==> src/rtl/stream_pkg.sv <==
// ----------------------------------------------------------------------------
// stream_pkg
// Shared types and helpers for the stream width-conversion blocks.
//   state_t     : downsizer control state (IDLE / SEND).
//   clog2_min1  : lane-index width for a given lane count, never below 1 so
//                 that a two-lane (or degenerate) design still gets a usable
//                 index vector.
// ----------------------------------------------------------------------------
package stream_pkg;

    typedef enum logic {
        IDLE = 1'b0,
        SEND = 1'b1
    } state_t;

    function automatic int clog2_min1(input int n);
        return (n <= 2) ? 1 : $clog2(n);
    endfunction

endpackage

==> src/rtl/keep_lane_select.sv <==
// ----------------------------------------------------------------------------
// keep_lane_select
// Purely combinational inspection of a per-lane keep mask.
// Ports:
//   i_mask : keep mask, bit k qualifies lane k.
//   o_idx  : index of the lowest set bit (0 when the mask is empty).
//   o_any  : mask has at least one bit set.
//   o_one  : mask has exactly one bit set.
// ----------------------------------------------------------------------------
module keep_lane_select
    import stream_pkg::*;
#(
    parameter int N     = 2,
    parameter int IDX_W = clog2_min1(N)
) (
    input  logic [N-1:0]     i_mask,
    output logic [IDX_W-1:0] o_idx,
    output logic             o_any,
    output logic             o_one
);

    // Scan from the top down so the last match written is the lowest bit.
    always_comb begin
        o_idx = '0;
        for (int i = N - 1; i >= 0; i--) begin
            if (i_mask[i]) begin
                o_idx = IDX_W'(i);
            end
        end
    end

    // Clearing the lowest set bit leaves zero only for a single-bit mask.
    assign o_any = |i_mask;
    assign o_one = o_any && ((i_mask & (i_mask - N'(1))) == '0);

endmodule

==> src/rtl/stream_downsizer.sv <==
// ----------------------------------------------------------------------------
// stream_downsizer
// AXI-Stream width downconverter: takes one wide beat of T_DATA_RATIO lanes
// plus a per-lane keep mask and emits the kept lanes one per narrow beat,
// lowest lane first. Lanes with keep=0 produce no narrow beat; a wide beat
// with an all-zero keep is accepted and discarded.
// Ports:
//   clk, rst_n  : clock, asynchronous active-low reset.
//   s_data_i    : wide data, lane k at [k*T_DATA_WIDTH +: T_DATA_WIDTH].
//   s_keep_i    : per-lane keep.
//   s_last_i    : wide beat ends the packet.
//   s_valid_i / s_ready_o : wide-side handshake.
//   m_data_o    : narrow data.
//   m_last_o    : final narrow beat of the packet.
//   m_valid_o / m_ready_i : narrow-side handshake.
// ----------------------------------------------------------------------------
module stream_downsizer
    import stream_pkg::*;
#(
    parameter int T_DATA_WIDTH = 8,
    parameter int T_DATA_RATIO = 2
) (
    input  logic                                 clk,
    input  logic                                 rst_n,
    input  logic [T_DATA_WIDTH*T_DATA_RATIO-1:0] s_data_i,
    input  logic [T_DATA_RATIO-1:0]              s_keep_i,
    input  logic                                 s_last_i,
    input  logic                                 s_valid_i,
    output logic                                 s_ready_o,
    output logic [T_DATA_WIDTH-1:0]              m_data_o,
    output logic                                 m_last_o,
    output logic                                 m_valid_o,
    input  logic                                 m_ready_i
);

    localparam int IDX_W = clog2_min1(T_DATA_RATIO);
    localparam int WIDE_W = T_DATA_WIDTH * T_DATA_RATIO;

    state_t                  r_state;
    logic [WIDE_W-1:0]       r_data;
    logic [T_DATA_RATIO-1:0] r_rem;
    logic                    r_last;

    state_t                  w_state_nxt;
    logic [WIDE_W-1:0]       w_data_nxt;
    logic [T_DATA_RATIO-1:0] w_rem_nxt;
    logic                    w_last_nxt;
    logic                    w_load;

    logic [IDX_W-1:0]        w_sel;
    logic                    w_any;
    logic                    w_one;
    logic [T_DATA_RATIO-1:0] w_sel_onehot;
    logic                    w_keep_any;
    logic [T_DATA_WIDTH-1:0] w_lanes [T_DATA_RATIO];

    keep_lane_select #(
        .N     (T_DATA_RATIO),
        .IDX_W (IDX_W)
    ) u_sel (
        .i_mask (r_rem),
        .o_idx  (w_sel),
        .o_any  (w_any),
        .o_one  (w_one)
    );

    for (genvar g = 0; g < T_DATA_RATIO; g++) begin : g_lane
        assign w_lanes[g] = r_data[g*T_DATA_WIDTH +: T_DATA_WIDTH];
    end

    assign w_sel_onehot = T_DATA_RATIO'(1) << w_sel;
    assign w_keep_any   = |s_keep_i;

    // In SEND, w_one marks the final kept lane of the held beat. Ready is
    // combinational from m_ready_i so the next wide beat can be loaded in the
    // same cycle the final lane leaves, with no bubble.
    assign m_valid_o = (r_state == SEND);
    assign m_last_o  = (r_state == SEND) && r_last && w_one;
    assign m_data_o  = (r_state == SEND) ? w_lanes[w_sel] : '0;
    assign s_ready_o = (r_state == IDLE) || (m_ready_i && w_one);

    always_comb begin
        w_state_nxt = r_state;
        w_data_nxt  = r_data;
        w_rem_nxt   = r_rem;
        w_last_nxt  = r_last;
        w_load      = 1'b0;

        case (r_state)
            IDLE: begin
                // Zero-keep beats are consumed here without leaving IDLE.
                if (s_valid_i && w_keep_any) begin
                    w_load      = 1'b1;
                    w_state_nxt = SEND;
                end
            end
            SEND: begin
                if (m_ready_i) begin
                    w_rem_nxt = r_rem & ~w_sel_onehot;
                    if (w_one) begin
                        if (s_valid_i && w_keep_any) begin
                            w_load = 1'b1;
                        end else begin
                            w_state_nxt = IDLE;
                        end
                    end
                end
            end
            default: begin
                w_state_nxt = IDLE;
            end
        endcase

        if (w_load) begin
            w_data_nxt = s_data_i;
            w_rem_nxt  = s_keep_i;
            w_last_nxt = s_last_i;
        end
    end

    always_ff @(posedge clk or negedge rst_n) begin
        if (!rst_n) begin
            r_state <= IDLE;
            r_data  <= '0;
            r_rem   <= '0;
            r_last  <= 1'b0;
        end else begin
            r_state <= w_state_nxt;
            r_data  <= w_data_nxt;
            r_rem   <= w_rem_nxt;
            r_last  <= w_last_nxt;
        end
    end

    // Unused in the datapath: o_any is implied by state == SEND.
    logic w_unused;
    assign w_unused = w_any;

endmodule

==> config.mk <==
export PLATFORM = sky130hd
export DESIGN_NAME = stream_downsizer
export DESIGN_NICKNAME = d
export VERILOG_FILES = /design/src/rtl/stream_pkg.sv /design/src/rtl/keep_lane_select.sv /design/src/rtl/stream_downsizer.sv
export SDC_FILE = /design/constraint.sdc
export NUM_CORES = 1
export LEC_CHECK = 0
export CORE_AREA = 2 2 54 56
export DETAILED_ROUTE_END_ITERATION = 16
export DIE_AREA = 0 0 56 58
export PLACE_DENSITY = 0.67
export SYNTH_ARGS = -nofsm -noshare
export SYNTH_HDL_FRONTEND = slang
export SYNTH_HIERARCHICAL = 1
export SYNTH_SLANG_ARGS = --single-unit
==> constraint.sdc <==
create_clock -name clk -period 2.2 [get_ports clk]
set_input_delay 0.22 -clock clk [delete_from_list [all_inputs] [get_ports clk]]
set_output_delay 0.22 -clock clk [all_outputs]
set_load 0.1 [all_outputs]
* Word level (Yosys, flattened, before mapping)
Cells that the tools add are included.
** Storage, ports and cells
- Register bits after elaboration :: 20
- Input port bits :: 23
- Logic and storage cells :: 40
** Operators by class
- Add/subtract/negate cells :: 1
- Magnitude comparators :: 1
- Shift-type cells :: 1
- Muxes and demuxes :: 16
- Bitwise logic cells :: 5
- Reduce and logical (&&, ||, !) cells :: 12
** Operators with widths (count)
- $mux 8 :: 4
- $mux 1 :: 7
- $mux 2 :: 3
- $logic_and 1x1->1 :: 5
- $and 2x2->2 :: 2
- $pmux 1 s2 :: 2
- $reduce_bool 2->1 :: 2
- $reduce_or 2->1 :: 2
- $ge 2x2->1 const B :: 1
- $logic_not 2->1 :: 1
- $not 1->2 :: 1
- $not 2->2 :: 1
- $reduce_and 2->1 :: 1
- $shl 1x1->2 const A :: 1
- $sub 2x1->2 const B :: 1
- $logic_or 1x1->1 :: 1
- $not 1->1 :: 1

* Logic depth before layout (Yosys ltp)
- Word-level depth :: 9
- Depth in mapped cells :: 7
- Gate-level depth less buffers :: 5

* By module
Netlist, hierarchy kept.
** By module, submodules not included
- stream_downsizer :: times used 1, cells each 70, area an instance 992.2 um^2, seq. area each 500.5 um^2
- keep_lane_select :: times used 1, cells each 5, area an instance 36.3 um^2, seq. area each 0.0 um^2

* Least setup slack after synthesis
OpenSTA, ideal clock, no wires.
- Path kind :: reg-to-output
- Start point :: register r_state (netlist: m_valid_o)
- End point :: output m_data_o[0]
- Arrival :: 2.587 ns
- Required time :: 1.980 ns
- Path slack :: -0.607 ns
- Cell stages (with the launch flop) :: 3
- Path buffers :: 1
- Cell sequence :: dfrtp_1 -> clkbuf_1 -> nor2b_1
** Between the ends
- Longest elaborated chain between the ends :: 1
** Ends and longest elaborated chain
- from (decl) :: RTL line stream_downsizer.sv:39 : state_t r_state;
- from (signal assigned) :: RTL line stream_downsizer.sv:128 : r_state <= w_state_nxt;
- $mux 8 :: RTL line stream_downsizer.sv:79 : assign m_data_o = (r_state == SEND) ? w_lanes[w_sel] : '0;
- to (decl) :: RTL line stream_downsizer.sv:30 : output logic [T_DATA_WIDTH-1:0] m_data_o,
No other way between the ends.

* Worst setup path after layout
- Start point :: register r_rem[0]
- End point :: output m_data_o[6]
** Between the ends
- Longest elaborated chain between the ends :: 6
** Ends and longest elaborated chain
- from (decl) :: RTL line stream_downsizer.sv:41 : logic [T_DATA_RATIO-1:0] r_rem;
- from (signal assigned) :: RTL line stream_downsizer.sv:130 : r_rem <= w_rem_nxt;
- $mux 1 :: RTL line keep_lane_select.sv:26 : if (i_mask[i]) begin
- via w_sel :: RTL line stream_downsizer.sv:50 : logic [IDX_W-1:0] w_sel;
- $not 1->2 (implied by the code) :: RTL line stream_downsizer.sv:79
- $mux 8 (implied by the code) (3 in series) :: RTL line stream_downsizer.sv:79
- $mux 8 :: RTL line stream_downsizer.sv:79
The timed path passes the listed nets, and every way through them passes these cells. The select of a mux whose other input is x is not followed.

==> reports/qor.yml <==
run_status:
  status: "finished clean"
clock_tree:
  cts_tree: "done"
  clock_sink_count: 20
  cts_max_level: 1
  cts_resized: 0
  cts-root-buf: "clkbuf_4"
  cts_setup_buffers: 0
  cts_hold_buf: 0
  clock_path_buffers: 2
  cts_buffers: 3
  clkLatencyLatePin_ns: 0.29
  clkTransAtPathRegs_ns: 0.11
floorplan:
  core_um2: 2660
  fp.dieW_um: 56
  std_cell_rows: 19
  start_util_pct: 38.5
  dieArea_um2: 3250
  die_h_um: 58
  io_pins: 34
sta:
  worst_pin_slew_ns: 0.279
  post-route-min-period_ns: 2.01
  skew_ns: 0.00254
  hold_violations: 0
  relSlewSlack_pct: 81.4
  fin_ws_ns: 0.192
  clock.fmax_mhz: 498
  tns_ns: 0
  drv_slew: 0
  rsz0062_at_grt: "no"
  setup_viol: 0
  fin_crit_sh_pct: 91.3
logic_synthesis:
  syn_area_um2: 1020
  syn_nets: 99
  syn_avg_cell_area_um2: 13.8
  yosysWarnings: 6
  syn_inst: 74
global_routing:
  antenna_found_initial: 0
  first_global_vias: 737
  overflow: 0
  grt_max_degree: 21
  grt_pass1_wl_mm: 3.31
  grt_usage_pct: 13.0
drt:
  drt_iter0_markers: 4
  ant_nets: 0
  first_pass_iters: 2
  wl_per_cell_um: 13.8
  viasPerCell: 4.79
  drc: 0
  routed_wl_mm: 1.95
  num_vias: 676
worst_hold_path:
  hold_path_class: "in2async"
placement:
  gp_congestion: 0.787
  io_buffer_count: 33
  dp_hpwl_mm: 1.44
  place_ws_ns: 0.361
setup_path:
  end_kind: "primary output"
  worstPathArrival_ns: 1.79
  path_max_fanout: 6
  crit_type: "reg2out"
  critPathLaunchType: "flop"
  critical_path_required_ns: 1.98
finish:
  diodes: 0
  final_layout_size_suffix_gt1_share_pct: 43.6
  fin_nets: 136
  area_delta_synth_final_pct: 48.6
flow_run:
  max_cap_viol_count: 0
-- through the flow --
stage          instances  hold WS [ns]  instance area, um^2  utilization, %
2_1_floorplan         74       -0.0756                 1050               -
3_3_place_gp         137         0.489                 1500            56.2
3_5_place_dp         137         0.497                 1500            56.2
4_1_cts              141         0.268                 1520            57.2
5_1_grt              141         0.276                 1520            57.2
6_report             141         0.265                 1520            57.2
-- state kept, by name, summed over array words and instances, names as in the netlist --
signal and count:
r_data 16, r_rem 2, m_valid_o 1, r_last 1
-- layout by cell type, fill, tap and decap left out, types with 2 or more instances in the layout --
| cell | n |
|---|---|
| clkdlybuf4s50_1 | 22 |
| dfrtp_1 | 19 |
| buf_12 | 10 |
| mux2_2 | 9 |
| mux2i_1 | 8 |
| nor2b_2 | 8 |
| mux2_4 | 8 |
| buf_4 | 4 |
| inv_1 | 3 |
| clkbuf_4 | 3 |
| nand2_1 | 2 |
| nand3_1 | 2 |
| o21ai_0 | 2 |
| ha_1 | 2 |
-- per-layer routing --
metal / wire length, um / global-route usage, % / share of wire (%)
met5: 0 / 0 / 0
met4: 0 / 3.06 / 0
met3: 116 / 2.90 / 6.0
met2: 932 / 22.4 / 48
met1: 899 / 16.7 / 46
-- final cells by class --
type                            instances  area (um^2)
Clock buffer                            4         26.3
Fill cell                             241         1140
Inverter                                3         11.3
Multi-Input combinational cell         47          494
Sequential cell                        20          502
Tap cell                               31         38.8
Timing Repair Buffer                   36          450
-- final timing paths --
check / startpoint / end / slack (ns) / cells after the start
max: r_rem[0] / m_data_o[6] / 0.19 / 6
min: rst_n / r_data[15] / 0.26 / 2
max reg2reg: r_rem[1] / r_data[12] / 0.37 / 6
min reg2reg: r_data[14] / r_data[14] / 0.52 / 1
max in group asynchronous: rst_n / m_valid_o / 1.71 / 2
min in group clk: r_data[14] / r_data[14] / 0.52 / 1
-- worst max-delay path, cell delays in order (launching register included) --
cell and delay [ns]:
dfrtp_1 0.39, inv_1 0.07, ha_1 0.32, buf_4 0.23
mux2i_1 0.24, nor2b_2 0.08, buf_12 0.17
Power is not shown: default switching activity piles up to over one toggle a cycle in this logic, so the estimate is an artifact.
